## config.mk

```make
export PLATFORM = sky130hd
export DESIGN_NAME = key_scan4_flat
export DESIGN_NICKNAME = d
export VERILOG_FILES = /design/src/rtl/key_scan4_if.sv /design/src/rtl/key_scan4.sv /design/src/flat_wrapper.sv
export SDC_FILE = /design/constraint.sdc
export NUM_CORES = 1
export LEC_CHECK = 0
export CAP_MARGIN = 20
export CORE_ASPECT_RATIO = 0.75
export CORE_MARGIN = 2
export CORE_UTILIZATION = 55
export DETAILED_ROUTE_END_ITERATION = 10
export PLACE_DENSITY_LB_ADDON = 0.1
export SLEW_MARGIN = 20
export SYNTH_ARGS = -nofsm -noshare
export SYNTH_HDL_FRONTEND = slang
export SYNTH_SLANG_ARGS = --single-unit
export TNS_END_PERCENT = 100
```

## constraint.sdc

```tcl
create_clock -name clk -period 5.7 [get_ports clk]
set_input_delay 0.57 -clock clk [delete_from_list [all_inputs] [get_ports clk]]
set_output_delay 0.57 -clock clk [all_outputs]
set_load 0.01 [all_outputs]
```

## src/rtl/key_scan4_if.sv

```systemverilog
// Keypad/CPU side signals of the 4x4 keypad reader.
interface key_scan4_if;
  logic        KeyCtrl;
  logic [3:0]  col;
  logic [3:0]  row;
  logic [15:0] keyrdata;
  logic        key_valid;
  logic        key_ovf;
  logic        key_down;

  // master: CPU + keypad matrix; slave: key_scan4
  modport master (output KeyCtrl, col,
                  input  row, keyrdata, key_valid, key_ovf, key_down);
  modport slave  (input  KeyCtrl, col,
                  output row, keyrdata, key_valid, key_ovf, key_down);
endinterface

```

## src/rtl/key_scan4.sv

```systemverilog
// 4x4 matrix keypad reader: row scan, frame-level debounce, 4-digit key buffer.
module key_scan4 #(
  parameter int unsigned SCAN_DIV  = 50000,
  parameter int unsigned DB_FRAMES = 4
) (
  input  logic      clk,
  input  logic      rst,
  key_scan4_if.slave bus
);
  localparam int unsigned CW = $clog2(SCAN_DIV);

  typedef enum logic [1:0] {IDLE, CONFIRM, HELD, RELEASE} state_t;

  logic [3:0]    col_m, col_s;
  logic [CW-1:0] cnt;
  logic          tick;
  logic [1:0]    row_sel;
  logic          acc_hit;
  logic [3:0]    acc_code;
  logic          row_hit;
  logic [1:0]    row_col;
  logic          frame_close;
  logic          hit;
  logic [3:0]    fcode;
  state_t        state, state_nx;
  logic [3:0]    cand, cand_nx;
  logic [3:0]    n, n_nx;
  logic          accept;
  logic [15:0]   keyrdata_q;
  logic          key_valid_q, key_ovf_q, key_down_q;

  // Two-flop synchronizer for the asynchronous column inputs
  always_ff @(posedge clk) begin
    if (rst) begin
      col_m <= '1;
      col_s <= '1;
    end else begin
      col_m <= bus.col;
      col_s <= col_m;
    end
  end

  assign tick        = (cnt == CW'(SCAN_DIV - 1));
  assign frame_close = tick && (row_sel == 2'd3);

  // Row-step divider and row selector
  always_ff @(posedge clk) begin
    if (rst) begin
      cnt     <= '0;
      row_sel <= '0;
    end else if (tick) begin
      cnt     <= '0;
      row_sel <= row_sel + 2'd1;
    end else begin
      cnt <= cnt + CW'(1);
    end
  end

  assign bus.row = ~(4'b0001 << row_sel);

  // Lowest pressed column in the currently driven row
  always_comb begin
    row_hit = 1'b0;
    row_col = '0;
    for (int unsigned i = 0; i < 4; i++) begin
      if (!col_s[i] && !row_hit) begin
        row_hit = 1'b1;
        row_col = 2'(i);
      end
    end
  end

  // Frame result: an earlier row's key always outranks the current row
  assign hit   = acc_hit | row_hit;
  assign fcode = acc_hit ? acc_code : {row_sel, row_col};

  // Frame accumulator: first key found in the frame, cleared at frame close
  always_ff @(posedge clk) begin
    if (rst) begin
      acc_hit  <= 1'b0;
      acc_code <= '0;
    end else if (tick) begin
      if (frame_close) begin
        acc_hit  <= 1'b0;
        acc_code <= '0;
      end else if (!acc_hit && row_hit) begin
        acc_hit  <= 1'b1;
        acc_code <= {row_sel, row_col};
      end
    end
  end

  // Debounce state register
  always_ff @(posedge clk) begin
    if (rst) begin
      state <= IDLE;
      cand  <= '0;
      n     <= '0;
    end else begin
      state <= state_nx;
      cand  <= cand_nx;
      n     <= n_nx;
    end
  end

  // Debounce next-state, evaluated only at frame close
  always_comb begin
    state_nx = state;
    cand_nx  = cand;
    n_nx     = n;
    accept   = 1'b0;
    if (frame_close) begin
      case (state)
        IDLE: begin
          if (hit) begin
            cand_nx = fcode;
            n_nx    = 4'd1;
            if (DB_FRAMES == 1) begin
              accept   = 1'b1;
              state_nx = HELD;
            end else begin
              state_nx = CONFIRM;
            end
          end
        end
        CONFIRM: begin
          if (hit && fcode == cand) begin
            n_nx = n + 4'd1;
            if (n_nx == 4'(DB_FRAMES)) begin
              accept   = 1'b1;
              state_nx = HELD;
            end
          end else begin
            state_nx = IDLE;
          end
        end
        HELD: begin
          if (!hit) begin
            n_nx     = 4'd1;
            state_nx = (DB_FRAMES == 1) ? IDLE : RELEASE;
          end
        end
        RELEASE: begin
          if (hit) begin
            state_nx = HELD;
          end else begin
            n_nx = n + 4'd1;
            if (n_nx == 4'(DB_FRAMES)) state_nx = IDLE;
          end
        end
        default: state_nx = IDLE;
      endcase
    end
  end

  // Key buffer and status flags; accept outranks a same-edge acknowledge.
  // fcode equals cand whenever accept is raised, and also covers the
  // immediate accept from IDLE where cand is only being loaded.
  always_ff @(posedge clk) begin
    if (rst) begin
      keyrdata_q  <= '0;
      key_valid_q <= 1'b0;
      key_ovf_q   <= 1'b0;
      key_down_q  <= 1'b0;
    end else begin
      if (accept) begin
        keyrdata_q  <= {keyrdata_q[11:0], fcode};
        key_valid_q <= 1'b1;
      end else if (bus.KeyCtrl) begin
        key_valid_q <= 1'b0;
      end
      if (bus.KeyCtrl)                   key_ovf_q <= 1'b0;
      else if (accept && key_valid_q)    key_ovf_q <= 1'b1;
      key_down_q <= (state_nx == HELD) || (state_nx == RELEASE);
    end
  end

  assign bus.keyrdata  = keyrdata_q;
  assign bus.key_valid = key_valid_q;
  assign bus.key_ovf   = key_ovf_q;
  assign bus.key_down  = key_down_q;
endmodule

```

## src/flat_wrapper.sv

```systemverilog
// flat-port wrapper written by rule: the top's interface ports become plain ports
module key_scan4_flat 
#(
  parameter int unsigned SCAN_DIV  = 50000,
  parameter int unsigned DB_FRAMES = 4
)
  (clk, rst, bus_KeyCtrl, bus_col, bus_row, bus_keyrdata, bus_key_valid, bus_key_ovf, bus_key_down);
  key_scan4_if bus_i ();
  input  logic clk;
  input  logic rst;
  input wire logic [$bits(bus_i.KeyCtrl)-1:0] bus_KeyCtrl;
  input wire logic [$bits(bus_i.col)-1:0] bus_col;
  output wire logic [$bits(bus_i.row)-1:0] bus_row;
  output wire logic [$bits(bus_i.keyrdata)-1:0] bus_keyrdata;
  output wire logic [$bits(bus_i.key_valid)-1:0] bus_key_valid;
  output wire logic [$bits(bus_i.key_ovf)-1:0] bus_key_ovf;
  output wire logic [$bits(bus_i.key_down)-1:0] bus_key_down;
  assign bus_i.KeyCtrl = bus_KeyCtrl;
  assign bus_i.col = bus_col;
  assign bus_row = bus_i.row;
  assign bus_keyrdata = bus_i.keyrdata;
  assign bus_key_valid = bus_i.key_valid;
  assign bus_key_ovf = bus_i.key_ovf;
  assign bus_key_down = bus_i.key_down;
  key_scan4 #(.SCAN_DIV(SCAN_DIV), .DB_FRAMES(DB_FRAMES)) u_core (.clk(clk), .rst(rst), .bus(bus_i));
endmodule
```

==> metrics.cfg <==
[logic_synthesis]
synth-edff-count = 0
synth_common_cells = dfxtp_1, nor2_1, mux2i_1
synth_cells = 279
yosys.area.top_type = dfxtp_1
ys.flop_type = dfxtp_1
synth.distinct_cells = 50
synth_nets = 292
synth_area_sq_mm = 0.00264
synth.avg_cell_area_sq_um = 9.45
synth.area.top_cells = dfxtp_1, mux2i_1, nor2_1
yosysSeqAreaShare_pct = 45.5
ys_warn_count = 0
synth_top_cell_area_share_pct = 45.5
yosysMostFrequentCell = dfxtp_1
synth_seq_cells = 60
async_flop_share_pct = 0

[floorplanning]
die_h_um = 64.0
die-area_sq_mm = 0.00537
num_rows = 21
fp.dieW_um = 84.0
start_util_pct = 58.0
core_area_sq_mm = 0.00455
ios = 30

[route]
ant_nets = 0
drc = 0
route.met2.wl_mm = 2.01
routed.top_layer = met4
wl_per_cell_um = 13.2
drt_iter0_drc = 115
num_vias = 1978
drt-vias-per-instance = 5.36
wl_met1_mm = 2.54
wl_mm = 4.89
wl_met3_um = 285
first_pass_iters = 5

[global_routing]
grt_pass1_wl_mm = 8.88
antenna_found_initial = 0
grt_pass1_vias = 1876
gr-total-overflow = 0
grt_usage_pct = 20.9
grt_max_degree = 47

[critical_path]
cp_max_fo = 6
cp_top_family = simple AND/OR/NAND/NOR gates
crit_slowest_cell = or4_4
crit_buf_inv = 0
cp_data_required_time_ns = 5.89
path_cells = or4b_4 -> or4_4 -> or3_4 -> nor4_4 -> o221a_2 -> a211oi_2
start_kind = flip-flop
max_stage_delay_ns = 0.57
end_kind = flip-flop
worstSetupPathType = flip-flop to flip-flop
crit_arrival_ns = 2.74

[power]
power_density_mw_per_mm2 = 255
leakage_nw = 1.14
vdd_ir_drop_max_mv = 0.196
power_w = 0.000801

[cts]
cts_tree = built
cts-root-buf = clkbuf_8
htreeDepth = 3
cts_resized = 0
clock-sinks = 60
postCtsSetupBuffers = 0
clk_latency_ns = 0.33
cts_buffers = 9
hold_buffers = 0
cts_buffer_depth = 2
clkTransAtPathRegs_ns = 0.06

[finish]
final_nets = 322
diodes = 0
syn2layout_area_growth_pct = 18.9
fin_area_sq_mm = 0.00314
multi_input_area_sq_mm = 0.00134
drive_above_1_share_pct = 12.2
regArea_sq_mm = 0.00120
fillers = 375

[sta]
tns_ns = 0
worst_slew_pin_slew_ns = 0.612
worst_slack_ns = 3.15
drv_slew = 0
clock.fmax_mhz = 392
rsz0062_at_grt = no
timing.hold.ws_ns = 0.411
final.min_clock_period_ns = 2.55
setup_violations = 0
max-slew-margin-rel_pct = 59.1
finalClockSkew_ns = 0.00780
hold_viol = 0
fin_crit_sh_pct = 44.8

[placed_design]
dpl.hpwl_mm = 3.35
dpl_cell_area_sq_mm = 0.00296
gp_congestion = 0.872
port_buffers = 29
pre_cts_ws_ns = 3.19

[flow_run]
maxCapViolations = 0

[min_path]
min_path_type = flip-flop to flip-flop

[status]
outcome = finished, final reports clean

==> per-layer routing <==
layer  GRT usage [%]  up-vias
met1            29.7      898
met4            9.07        0
met3            6.98        7
li1                -     1020
met2            28.8       53
met5               0        -
==> final cells by class <==
cell class / instances / share of cell area (%)
Sequential cell: 60 / 38.3
Timing Repair Buffer: 31 / 9.74
Clock buffer: 12 / 4.31
Multi-Input combinational cell: 195 / 42.7
Tap cell: 57 / 2.27
Inverter: 12 / 1.44
Clock inverter: 2 / 1.20
==> worst register-to-register path, cell delays in order, from the launching register on <==
cell and delay, ns:
dfxtp_1 0.33, or4b_4 0.56, or4_4 0.57, or3_4 0.37, nor4_4 0.27, o221a_2 0.27
a211oi_2 0.04
==> final timing paths <==
| kind | from | to | slack (ns) | cells after the start |
|---|---|---|---|---|
| worst max-delay path | u_core.cnt[7] | u_core.n[2] | 3.15 | 6 |
| worst min-delay path | u_core.col_m[0] | u_core.col_s[0] | 0.41 | 1 |
| worst max register to register | u_core.cnt[7] | u_core.n[2] | 3.15 | 6 |
| worst min register to register | u_core.col_m[0] | u_core.col_s[0] | 0.41 | 1 |
==> placed cells by master, fill, tap and decap left out, drive strengths merged, types with 3 or more instances in the layout <==
master and n:
nor3 5, o21ai 5, or2 10, a22oi 3
nand2 12, nor4 4, nand3 11, nor2 51
nand4 4, ha 6, mux2i 22, a21oi 9
dfxtp 60, clkbuf 12, and3 5, inv 12
xnor2 9, xor2 10, clkdlybuf4s50 29, a211oi 3
==> registers in the layout (all words and copies together) (netlist names), 2 cells and up <==
signal and flops:
u_core.state 2, u_core.col_m 4, u_core.bus.keyrdata 16, u_core.cand 4, u_core.n 4, u_core.row_sel 2
u_core.acc_code 4, u_core.cnt 16, u_core.col_s 4
==> metrics by stage <==
step	util, %	std cells
final	69.0	369
after global routing	69.0	369
after CTS	69.0	369
after detailed placement	65.2	355
after global placement	65.2	355
after floorplan	-	279
==> kinds of logic after synthesis <==
kind of cell    share of synthesized area (%)
simple gates                             24.2
flops                                    45.5
compound gates                           7.97
buf+inv                                  3.89
mux                                      9.20
xor+xnor                                 6.31
fa+ha+maj                                2.85
==> power breakdown <==
group,switching (W),internal (W)
Clock,0.000147,0.000198
Combinational,0.0000173,0.0000117
Sequential,0.00000350,0.000424
Total,0.000168,0.000633
No activity file was read; power rests on OpenSTA's default activity.
